==> src/rtl/chroma_pkg.sv <==
// Shared types and constants for the chroma burst modulator.
// Latency: n/a (declarations only).
// Backpressure: n/a (declarations only).
package chroma_pkg;

    // Q1.11 sample format: 11 fraction bits.
    localparam int FRAC_BITS         = 11;

    // Default timing and amplitude for 74.25 MHz sampling.
    localparam int DEF_DATA_WIDTH    = 12;
    localparam int DEF_BREEZEWAY_LEN = 45;
    localparam int DEF_BURST_LEN     = 187;
    localparam int DEF_BURST_AMP     = 512;

    // Line sequencer states.
    typedef enum logic [2:0] {
        IDLE,
        BREEZEWAY,
        BURST,
        WAIT_ACTIVE,
        ACTIVE
    } state_t;

    // Operand selection handed to the MAC for the current sample.
    typedef enum logic [1:0] {
        MAC_ZERO,
        MAC_BURST,
        MAC_ACTIVE
    } mac_sel_t;

    function automatic int max_int(input int a, input int b);
        return (a > b) ? a : b;
    endfunction

endpackage

==> src/rtl/chroma_mac.sv <==
// Chroma MAC: burst or U/V quadrature modulation, shift, sum, then saturate (CHROMA_SATURATE_EN) or wrap.
// Latency: 2 clocks (product register, then sum/limit register).
// Backpressure: none; accepts one sample per clock unconditionally.
module chroma_mac
    import chroma_pkg::*;
#(
    parameter int DATA_WIDTH = DEF_DATA_WIDTH,
    parameter int BURST_AMP  = DEF_BURST_AMP
) (
    input  logic                         clk,
    input  logic                         rst_n,
    input  mac_sel_t                     sel,
    input  logic signed [DATA_WIDTH-1:0] sin_val,
    input  logic signed [DATA_WIDTH-1:0] cos_val,
    input  logic signed [DATA_WIDTH-1:0] u_in,
    input  logic signed [DATA_WIDTH-1:0] v_in,
    output logic signed [DATA_WIDTH-1:0] chroma_out
);

    localparam int PW = 2 * DATA_WIDTH;
    localparam int SW = DATA_WIDTH + 1;
    localparam logic signed [PW-1:0] AMP_X = PW'(BURST_AMP);
`ifdef CHROMA_SATURATE_EN
    localparam logic signed [SW-1:0] SAT_MAX = SW'((1 << (DATA_WIDTH - 1)) - 1);
    localparam logic signed [SW-1:0] SAT_MIN = ~SAT_MAX;
`endif

    logic signed [PW-1:0]         sin_x, cos_x, u_x, v_x;
    logic signed [PW-1:0]         prod_a_d, prod_b_d;
    logic signed [PW-1:0]         prod_a_q, prod_b_q;
    logic signed [SW-1:0]         sum;
    logic signed [DATA_WIDTH-1:0] lim;

    // Sign-extend operands to full product width so products are exact.
    assign sin_x = {{DATA_WIDTH{sin_val[DATA_WIDTH-1]}}, sin_val};
    assign cos_x = {{DATA_WIDTH{cos_val[DATA_WIDTH-1]}}, cos_val};
    assign u_x   = {{DATA_WIDTH{u_in[DATA_WIDTH-1]}}, u_in};
    assign v_x   = {{DATA_WIDTH{v_in[DATA_WIDTH-1]}}, v_in};

    // Select products: inverted scaled subcarrier for burst, U*sin and V*cos for picture.
    always_comb begin
        prod_a_d = '0;
        prod_b_d = '0;
        case (sel)
            MAC_BURST: begin
                prod_a_d = -(sin_x * AMP_X);
            end
            MAC_ACTIVE: begin
                prod_a_d = u_x * sin_x;
                prod_b_d = v_x * cos_x;
            end
            default: begin
                prod_a_d = '0;
                prod_b_d = '0;
            end
        endcase
    end

    // Stage 1: product register.
    always_ff @(posedge clk or negedge rst_n) begin
        if (!rst_n) begin
            prod_a_q <= '0;
            prod_b_q <= '0;
        end else begin
            prod_a_q <= prod_a_d;
            prod_b_q <= prod_b_d;
        end
    end

    // Floor-shift each product back to Q1.11, sum one bit wide, then reduce to sample width.
    always_comb begin
        sum = SW'(prod_a_q >>> FRAC_BITS) + SW'(prod_b_q >>> FRAC_BITS);
        lim = '0;
`ifdef CHROMA_SATURATE_EN
        if (sum > SAT_MAX) begin
            lim = DATA_WIDTH'(SAT_MAX);
        end else if (sum < SAT_MIN) begin
            lim = DATA_WIDTH'(SAT_MIN);
        end else begin
            lim = DATA_WIDTH'(sum);
        end
`else
        lim = DATA_WIDTH'(sum);
`endif
    end

    // Stage 2: sum/limit register drives the output directly.
    always_ff @(posedge clk or negedge rst_n) begin
        if (!rst_n) begin
            chroma_out <= '0;
        end else begin
            chroma_out <= lim;
        end
    end

endmodule

==> src/rtl/chroma_burst_modulator.sv <==
// Colour burst insertion and QAM chroma modulation per video line; saturation optional via CHROMA_SATURATE_EN.
// Latency: 2 clocks from inputs to chroma_out/chroma_valid/burst_active.
// Backpressure: none; streaming at one sample per clock, hsync_start restarts the line at any time.
module chroma_burst_modulator
    import chroma_pkg::*;
#(
    parameter int DATA_WIDTH    = DEF_DATA_WIDTH,
    parameter int BREEZEWAY_LEN = DEF_BREEZEWAY_LEN,
    parameter int BURST_LEN     = DEF_BURST_LEN,
    parameter int BURST_AMP     = DEF_BURST_AMP
) (
    input  logic                         clk,
    input  logic                         rst_n,
    input  logic signed [DATA_WIDTH-1:0] sin_val,
    input  logic signed [DATA_WIDTH-1:0] cos_val,
    input  logic signed [DATA_WIDTH-1:0] u_in,
    input  logic signed [DATA_WIDTH-1:0] v_in,
    input  logic                         hsync_start,
    input  logic                         active_video,
    output logic signed [DATA_WIDTH-1:0] chroma_out,
    output logic                         chroma_valid,
    output logic                         burst_active
);

    localparam int CNT_W = $clog2(max_int(BREEZEWAY_LEN, BURST_LEN) + 1);
    localparam logic [CNT_W-1:0] BW_LAST = CNT_W'(BREEZEWAY_LEN - 1);
    localparam logic [CNT_W-1:0] BL_LAST = CNT_W'(BURST_LEN - 1);

    state_t           state_q;
    logic [CNT_W-1:0] cnt_q;
    mac_sel_t         sel;
    logic             pre_vld;
    logic             pre_burst;
    logic             vld_p1;
    logic             burst_p1;

    // Line sequencer: hsync_start always restarts the breezeway, overriding any state.
    always_ff @(posedge clk or negedge rst_n) begin
        if (!rst_n) begin
            state_q <= IDLE;
            cnt_q   <= '0;
        end else if (hsync_start) begin
            state_q <= BREEZEWAY;
            cnt_q   <= '0;
        end else begin
            case (state_q)
                BREEZEWAY: begin
                    if (cnt_q == BW_LAST) begin
                        state_q <= BURST;
                        cnt_q   <= '0;
                    end else begin
                        cnt_q <= cnt_q + 1'b1;
                    end
                end
                BURST: begin
                    if (cnt_q == BL_LAST) begin
                        state_q <= WAIT_ACTIVE;
                        cnt_q   <= '0;
                    end else begin
                        cnt_q <= cnt_q + 1'b1;
                    end
                end
                WAIT_ACTIVE: begin
                    if (active_video) begin
                        state_q <= ACTIVE;
                    end
                end
                ACTIVE: begin
                    state_q <= ACTIVE;
                end
                default: begin
                    state_q <= IDLE;
                    cnt_q   <= '0;
                end
            endcase
        end
    end

    // Decide what the current sample carries; only ACTIVE samples flagged as picture get modulated.
    always_comb begin
        sel = MAC_ZERO;
        if (state_q == BURST) begin
            sel = MAC_BURST;
        end else if ((state_q == ACTIVE) && active_video) begin
            sel = MAC_ACTIVE;
        end
    end

    assign pre_vld   = (sel != MAC_ZERO);
    assign pre_burst = (state_q == BURST);

    // Two-stage flag pipeline matching the MAC so flags line up with chroma_out.
    always_ff @(posedge clk or negedge rst_n) begin
        if (!rst_n) begin
            vld_p1       <= 1'b0;
            burst_p1     <= 1'b0;
            chroma_valid <= 1'b0;
            burst_active <= 1'b0;
        end else begin
            vld_p1       <= pre_vld;
            burst_p1     <= pre_burst;
            chroma_valid <= vld_p1;
            burst_active <= burst_p1;
        end
    end

    chroma_mac #(
        .DATA_WIDTH (DATA_WIDTH),
        .BURST_AMP  (BURST_AMP)
    ) u_mac (
        .clk        (clk),
        .rst_n      (rst_n),
        .sel        (sel),
        .sin_val    (sin_val),
        .cos_val    (cos_val),
        .u_in       (u_in),
        .v_in       (v_in),
        .chroma_out (chroma_out)
    );

endmodule

==> config.mk <==
export PLATFORM = sky130hd
export DESIGN_NAME = chroma_burst_modulator
export DESIGN_NICKNAME = d
export VERILOG_FILES = /design/src/rtl/chroma_pkg.sv /design/src/rtl/chroma_mac.sv /design/src/rtl/chroma_burst_modulator.sv
export SDC_FILE = /design/constraint.sdc
export NUM_CORES = 1
export LEC_CHECK = 0
export BUFFER_PORTS_ARGS = -buffer_cell sky130_fd_sc_hd__buf_2
export CAP_MARGIN = 20
export CORE_ASPECT_RATIO = 1.5
export CORE_MARGIN = 5
export CORE_UTILIZATION = 50
export CTS_BUF_LIST = sky130_fd_sc_hd__clkbuf_2 sky130_fd_sc_hd__clkbuf_4 sky130_fd_sc_hd__clkbuf_8
export CTS_CLUSTER_SIZE = 14
export DETAILED_ROUTE_END_ITERATION = 8
export PLACE_DENSITY = 0.65
export SYNTH_ARGS = -nofsm -noshare
export SYNTH_HDL_FRONTEND = slang
export SYNTH_SLANG_ARGS = --single-unit
==> constraint.sdc <==
create_clock -name clk -period 3 [get_ports clk]
set_clock_uncertainty 0.1 [all_clocks]
set_input_delay 0.6 -clock clk [delete_from_list [all_inputs] [get_ports clk]]
set_output_delay 0.6 -clock clk [all_outputs]
set_load 0.01 [all_outputs]
==> flow_summary.rst, run 1 <==
.. list-table::
   :header-rows: 1

   * - Metric
     - Value
   * - Result of the run
     - finished with violations
   * - Pin count of the biggest net entering global routing
     - 43
   * - RSZ-0062 raised after global routing
     - true
   * - CTS Sinks
     - 51
   * - Slew headroom
     - 41.3%
   * - Mean instance size in the synthesized netlist
     - 9.12 um^2
   * - Root buffer cell
     - clkbuf_8
   * - WL/cell
     - 14.8 um
   * - Clk Latency, worst-skew pair
     - 0.32 ns
   * - Count of buffers from port buffering
     - 65
   * - Data arrival time of the worst path
     - 5.40 ns
   * - Nets
     - 1,993
   * - Maximum fanout encountered on the critical timing path
     - 7
   * - Core Rows
     - 70
   * - Horizontal extent of the die
     - 138 um
   * - Number of antenna-violating nets in the routed design
     - 0
   * - Register bit total from synthesis
     - 51
   * - Buffers from clock root to sink, at most
     - 2
   * - Detailed Routing Iterations Pass 1
     - 6
   * - Die Footprint
     - 28,000 um^2
   * - Finished Core Util
     - 62.1%
   * - Starting density of the core
     - 50.8%
   * - PD cells
     - 1120 nW/um^2
   * - Number of vias after detailed routing
     - 9,421
   * - Antenna violations before repair
     - 0
   * - Portion of the post-synthesis area used by sequential elements
     - 10.3%
   * - Total global routing overflow
     - 0
   * - Final period demand of the worst path
     - 5.29 ns
   * - Total global routing track utilization
     - 21.2%
   * - Core box area
     - 24,300 um^2
   * - Overall die height
     - 203 um
   * - First DRT Iteration DRCs
     - 273
   * - Non-Filler Instances
     - 1,895
   * - Share of post-route cells with drive strength above 1
     - 22.9%
   * - Mapped Nets
     - 1,778
   * - Post-route setup slack
     - -2.29 ns
   * - Via count of the first global-routing pass
     - 10,851
   * - Clock-pin slew on the worst setup and hold paths
     - 0.10 ns
   * - Number of remaining DRC errors
     - 0
   * - First-pass GRT wire length
     - 49.3 mm
   * - CTS tree
     - yes
   * - Critical Path RT
     - 3.11 ns
   * - Type of origin of the critical path
     - primary input
   * - IO Pins
     - 66
   * - MaxCap Viol Count
     - 0
   * - Pins Over Slew Limit
     - 0
   * - Total of endpoints with negative setup slack in the final report
     - 24
   * - Yosys warns
     - 0
   * - Total detailed-routing wirelength
     - 28.1 mm
   * - Hold_buf cts
     - 0
   * - Setup CP Type
     - in -> reg
   * - Worst-case hold slack
     - 0.259 ns
   * - Worst-Margin Slew
     - 0.880 ns
   * - Hold Vio Cnt, Final
     - 0
   * - Library cells used by synthesis
     - 52
   * - Post-route fraction of the period consumed by the critical path
     - 176%
   * - H-tree lvl count
     - 2
   * - Growth of design area from synthesis to finish
     - 22.4%
   * - Mapped cell area
     - 12,400 um^2
   * - Number of cells after detailed placement
     - 1,873
   * - Placer congestion estimate
     - 0.860
   * - Max Fclk
     - 0.189 GHz
   * - Peak VDD IR
     - 0.876 mV
   * - HPWL Detailed
     - 25.4 mm
   * - Cell count after synthesis
     - 1,355
   * - Type of the worst min-delay path
     - reg -> reg
   * - Number of buffers inserted during clock tree synthesis
     - 5
   * - Antenna diode instance count
     - 0
   * - Via density per instance
     - 4.97
   * - Crit. End Element
     - register
   * - Violations in the final reports
     - setup timing
   * - Static Leakage
     - 0.00798 uW
==> power breakdown <==
group          total, uW  switching [uW]  internal [uW]
combinational      15600            7530           8110
sequential           957            98.5            859
clock                405             236            169
==> layer usage <==
| metal | up-vias | GRT usage [%] | wire length [um] |
|---|---|---|---|
| li1 | 4442 | - | - |
| met1 | 4744 | 22.1 | 10000 |
| met2 | 168 | 44.3 | 16500 |
| met3 | 67 | 1.15 | 620 |
| met4 | 0 | 6.60 | 960 |
| met5 | - | 0 | 0 |
==> state kept, by name, summed over array words and instances (netlist names) <==
register          cells
vld_p1                1
u_mac.prod_b_q       12
chroma_valid          1
burst_active          1
u_mac.chroma_out     12
u_mac.prod_a_q       12
cnt_q                 8
burst_p1              1
state_q               3
==> kinds of logic (layout without fill, tap and decap cells) <==
kind of cell             after synthesis  in the layout  synth area share (%)
AO/OA/AOI/OAI                         99             99                  5.20
XOR/XNOR                              52             52                  3.68
adder cells (fa/ha/maj)              371            371                  53.6
flip-flops                            51             51                  10.3
AND/OR/NAND/NOR                      403            403                  15.6
buffers and inverters                379            595                  11.5
==> worst max-delay path: stages <==
cell and delay, ns:
buf_6 0.10, buf_6 0.12, nand2_2 0.06, fa_2 0.58, fa_2 0.43, fa_1 0.48
inv_1 0.05, fa_1 0.48, inv_1 0.05, fa_1 0.47, inv_1 0.06, ha_4 0.28
o211ai_1 0.24, a211oi_4 0.34, a2111oi_4 0.07, a211o_1 0.35, a311oi_2 0.27, buf_4 0.18
xnor2_2 0.10, o21ai_1 0.07
==> per-stage QoR <==
step	TNS (ns)	power [uW]	setup slack [ns]	cell area, um^2
finish	-48.29	17000	-2.29	15100
global route	-52.64	19000	-2.51	15100
CTS	-49.00	16300	-2.31	14900
detailed placement	-58.71	14900	-2.74	14500
global placement	-57.62	14600	-2.68	14500
floorplan	-48.07	10000	-2.37	12800
==> layout by cell type, fill, tap and decap left out, types with 5 or more instances in the layout <==
master and n:
dfrtp_1 51, fa_2 8, ha_4 7, o21ai_0 17
o22ai_1 5, nor2b_1 10, xnor2_1 33, nand2_1 182
inv_1 315, nand2b_1 10, a21oi_2 9, buf_2 32
buf_4 201, ha_1 97, fa_1 257, buf_6 20
o21a_1 7, nor2_1 45, and2_4 11, and2_1 79
inv_2 10, xor2_1 15, clkbuf_8 5, nand3_1 15
nor3_1 15, a21oi_1 12
==> final cells by class <==
| cell class | instances | area (um^2) |
|---|---|---|
| multi-input combinational | 925 | 10100 |
| fill | 2149 | 9220 |
| timing repair buffer | 262 | 2020 |
| sequential | 51 | 1280 |
| inverter | 325 | 1220 |
| tap | 324 | 405 |
| clock buffer | 5 | 68.8 |
| clock inverter | 3 | 22.5 |
==> Yosys cell counts, drive strengths merged <==
master	instances	share of area, %
a31oi	2	0.10
o41ai	2	0.14
o21ai	24	0.97
fa	265	43
nor4	2	0.22
xor2	15	1.1
or4	1	0.061
o22ai	5	0.25
or3	4	0.24
a2111oi	1	0.12
a21boi	3	0.18
nand3b	2	0.12
o21bai	2	0.12
ha	106	11
inv	325	9.9
or2	3	0.15
o311ai	1	0.071
o221ai	1	0.071
o211ai	1	0.061
o31ai	5	0.30
nor3	17	0.78
a311oi	1	0.071
a31o	1	0.071
a21oi	25	1.0
buf	2	0.071
nor2	46	1.4
and3	5	0.25
a22o	2	0.14
xnor2	37	2.6
nor2b	10	0.51
nand2b	12	0.63
nand2	190	5.8
nand4	3	0.15
and2	90	4.6
a211o	3	0.21
dfrtp	51	10
o31a	1	0.071
clkbuf	52	1.6
nor3b	2	0.12
and4	1	0.071
a211oi	5	0.34
o32ai	3	0.21
a21o	4	0.24
o21a	7	0.43
nand3	15	0.61
==> final timing paths <==
check / startpoint / endpoint / slack [ns] / depth (start not counted)
setup reg to reg: u_mac.prod_a_q[11]$_DFF_PN0_ / u_mac.chroma_out[10]$_DFF_PN0_ / 0.48 / 10
max in group asynchronous: rst_n / u_mac.chroma_out[4]$_DFF_PN0_ / 1.82 / 2
hold reg to reg: burst_p1$_DFF_PN0_ / burst_active$_DFF_PN0_ / 0.26 / 0
hold / removal: burst_p1$_DFF_PN0_ / burst_active$_DFF_PN0_ / 0.26 / 0
setup / recovery: u_in[5] / u_mac.prod_a_q[21]$_DFF_PN0_ / -2.29 / 20
min in group asynchronous: rst_n / state_q[1]$_DFFE_PN0P_ / 0.29 / 1
==> what timing repair did <==
action	CTS	global route
buffers inserted	10	6
setup endpoints to repair	24	24
pin swaps	44	59
gates resized for setup	82	44
(Power assumes the default switching activity.)
==> inputs of run 2 (changes only) <==
--- a/config.mk
+++ b/config.mk
@@ -9,11 +9,11 @@
 export CAP_MARGIN = 20
 export CORE_ASPECT_RATIO = 1.5
 export CORE_MARGIN = 5
-export CORE_UTILIZATION = 50
+export CORE_UTILIZATION = 48
 export CTS_BUF_LIST = sky130_fd_sc_hd__clkbuf_2 sky130_fd_sc_hd__clkbuf_4 sky130_fd_sc_hd__clkbuf_8
 export CTS_CLUSTER_SIZE = 14
 export DETAILED_ROUTE_END_ITERATION = 8
-export PLACE_DENSITY = 0.65
+export PLACE_DENSITY = 0.63
 export SYNTH_ARGS = -nofsm -noshare
 export SYNTH_HDL_FRONTEND = slang
 export SYNTH_SLANG_ARGS = --single-unit
==> run 2 against run 1 <==
The run still ends with setup timing left. Via count is 0.25% lower. Worst setup slack worse by 0.024 ns. Hold slack worse by 0.13 ns. Register-to-register slack better by 0.06 ns. Core utilization down 2.6 points. Design area rose by 0.63%. Cell count is 0.84% higher. Non-clock buffer count rose by 7. Critical path type unchanged. Largest cell class unchanged. Largest power group unchanged. Highest routed layer unchanged.
==> flow_summary.rst, run 2 (synthesis results as in run 1) <==
.. list-table::
   :header-rows: 1

   * - Metric
     - Value
   * - Result of the run
     - finished with violations
   * - Violations in the final reports
     - setup timing
   * - Top flop regs
     - u_mac.chroma_out: 12 flops, u_mac.prod_a_q: 12 flops, u_mac.prod_b_q: 12 flops
   * - Worst-Margin Slew
     - 0.528 ns (-0.352 ns)
   * - H-tree lvl count
     - 2 (unchanged)
   * - Number of cells after detailed placement
     - 1,882 (+0.48%)
   * - Finished Core Util
     - 59.5% (-2.6 points)
   * - Total global routing track utilization
     - 21.0% (-0.22 points)
   * - Register-to-register setup slack
     - 0.54 ns (+0.06 ns)
   * - Core Rows
     - 72 (+2.9%)
   * - Count of buffers from port buffering
     - 65 (unchanged)
   * - Root buffer cell
     - clkbuf_8
   * - Share of post-route cells with drive strength above 1
     - 23.0% (+0.088 points)
   * - Overall die height
     - 207 um (+2.0%)
   * - Clk Latency, worst-skew pair
     - 0.31 ns (about the same)
   * - Placer congestion estimate
     - 0.906 (+5.3%)
   * - Register-to-Register Path Depth
     - 10 (unchanged)
   * - Critical Path RT
     - 3.10 ns (about the same)
   * - Antenna violations before repair
     - 0 (unchanged)
   * - Number of vias after detailed routing
     - 9,397 (-0.25%)
   * - Via density per instance
     - 4.92 (-1.1%)
   * - MaxCap Viol Count
     - 0 (unchanged)
   * - R2R Path End
     - u_mac.chroma_out[10]$_DFF_PN0_
   * - Total global routing overflow
     - 0 (unchanged)
   * - IO Pins
     - 66 (unchanged)
   * - Starting density of the core
     - 48.3% (-2.5 points)
   * - Total of endpoints with negative setup slack in the final report
     - 24 (unchanged)
   * - Met1 usage in global routing
     - 22.7% (+0.60 points)
   * - M2 GR Usage
     - 43.4% (-0.87 points)
   * - First DRT Iteration DRCs
     - 193 (-29%)
   * - Growth of design area from synthesis to finish
     - 23.2%
   * - Static Leakage
     - 0.00803 uW (+0.54%)
   * - Number of antenna-violating nets in the routed design
     - 0 (unchanged)
   * - Pins Over Slew Limit
     - 0 (unchanged)
   * - First-pass GRT wire length
     - 49.5 mm (+0.57%)
   * - Hold Vio Cnt, Final
     - 0 (unchanged)
   * - Core box area
     - 25,600 um^2 (+5.1%)
   * - Post-route setup slack
     - -2.32 ns (-0.0236 ns)
   * - Number of remaining DRC errors
     - 0 (unchanged)
   * - Clock-pin slew on the worst setup and hold paths
     - 0.09 ns (about the same)
   * - Area of placed instances
     - 14,500 um^2 (+0.25%)
   * - Maximum fanout encountered on the critical timing path
     - 5 (-2)
   * - Setup CP Type
     - in -> reg
   * - Buffers from clock root to sink, at most
     - 2 (unchanged)
   * - Number of buffers inserted during clock tree synthesis
     - 5 (unchanged)
   * - Peak VDD IR
     - 0.877 mV (about the same)
   * - Non-Filler Instances
     - 1,911 (+0.84%)
   * - Post-placement setup slack
     - -2.80 ns (-0.0634 ns)
   * - Slew headroom
     - 64.7% (+23 points)
   * - Antenna diode instance count
     - 0 (unchanged)
   * - Layout Cell Area excl Fill
     - 15,200 um^2 (+0.63%)
   * - Worst reg2reg startpoint
     - u_mac.prod_a_q[11]$_DFF_PN0_
   * - Final period demand of the worst path
     - 5.32 ns (+0.0236 ns)
   * - Nets
     - 2,000 (+0.35%)
   * - Hold_buf cts
     - 0 (unchanged)
   * - HPWL Detailed
     - 25.8 mm (+1.6%)
   * - Crit. End Element
     - register
   * - Horizontal extent of the die
     - 141 um (+1.9%)
   * - Grt peak-use layer
     - met2
   * - Max Fclk
     - 0.188 GHz (-0.44%)
   * - Commonest non-fill, non-tap cell in the layout
     - inv_1
   * - Type of the worst min-delay path
     - in -> async
   * - Pin count of the biggest net entering global routing
     - 48 (+12%)
   * - Commonest non-fill, non-tap cells in the layout
     - inv_1 (317), fa_1 (259), buf_4 (200)
   * - CTS Sinks
     - 51 (unchanged)
   * - CTS tree
     - yes
   * - Detailed Routing Iterations Pass 1
     - 4 (-2)
   * - Post-route fraction of the period consumed by the critical path
     - 177% (+0.79 points)
   * - WL/cell
     - 14.9 um (+0.40%)
   * - Die Footprint
     - 29,100 um^2 (+3.9%)
   * - PD cells
     - 1120 nW/um^2 (about the same)
   * - Via count of the first global-routing pass
     - 10,633 (-2.0%)
   * - Data arrival time of the worst path
     - 5.42 ns (+0.02 ns)
   * - Worst-case hold slack
     - 0.130 ns (-0.129 ns)
   * - Type of origin of the critical path
     - primary input
   * - GR met3 Demand/Resource
     - 0.876% (-0.28 points)
   * - Total detailed-routing wirelength
     - 28.5 mm (+1.3%)
   * - RSZ-0062 raised after global routing
     - true
-- run 2: changes by cell type in the layout (fill, tap and decap cells not counted), sizes merged --
| cell | previous run | this run |
|---|---|---|
| buf | 259 | 265 |
| bufinv | 0 | 2 |
| clkbuf | 8 | 9 |
| clkinv | 1 | 0 |
| clkinvlp | 0 | 1 |
| inv | 327 | 325 |
-- run 2: worst max path at each step --
stage,slack [ns],endpoint,cells past startpoint,startpoint
finish,-2.32,u_mac.prod_a_q[21]$_DFF_PN0_,21,u_in[5]
global route,-2.47,u_mac.prod_a_q[22]$_DFF_PN0_,21,sin_val[1]
CTS,-2.34,u_mac.prod_a_q[22]$_DFF_PN0_,21,sin_val[1]
detailed placement,-2.80,u_mac.prod_b_q[21]$_DFF_PN0_,21,cos_val[5]
global placement,-2.74,u_mac.prod_b_q[21]$_DFF_PN0_,21,cos_val[5]
floorplan,-2.37,u_mac.prod_a_q[19]$_DFF_PN0_,20,sin_val[1]
-- run 2: per-layer routing --
layer | vias up | part of all wire [%]
li1 | 4451 | -
met1 | 4739 | 36
met2 | 156 | 59
met3 | 51 | 1.8
met4 | 0 | 3.1
met5 | - | 0
-- run 2: stage by stage --
step                      setup TNS [ns]  power, uW
after floorplan                   -48.07      10000
after CTS                         -49.30      16900
after global routing              -52.42      19200
final                             -48.27      17100
after detailed placement          -59.31      14800
after global placement            -57.95      14500
-- run 2: layout make-up --
class,instances,area (um^2)
multi-input cells,925,10100
clock inverters,3,67.6
inverters,325,1220
repair buffers,269,2050
fillers,2259,10400
well taps,333,417
clock buffers,5,68.8
flip-flops and latches,51,1280
-- run 2: worst max-delay path, cell delays in order --
cell	delay (ns)
buf_2	0.14
and2_4	0.17
fa_1	0.53
inv_1	0.06
fa_1	0.53
inv_1	0.05
fa_1	0.45
fa_1	0.49
inv_1	0.05
fa_1	0.50
inv_2	0.05
ha_4	0.25
o211ai_1	0.14
buf_4	0.18
a21oi_4	0.15
a2111oi_4	0.10
a211o_1	0.36
a311oi_2	0.27
buf_4	0.17
xnor2_2	0.10
o21ai_1	0.08
-- run 2: timing repair --
item / 4_1_cts / 5_1_grt
pin swaps: 45 / 34
setup buffers: 17 / 8
gates resized for setup: 74 / 27
endpoints found under the hold margin: 0 / 0
endpoints found under the setup margin: 24 / 24
-- run 2: power by group --
part	switching (uW)	leakage (uW)	internal [uW]
clock network	230	0.0000644	332
logic	7430	0.00726	8170
registers	95.7	0.000699	859
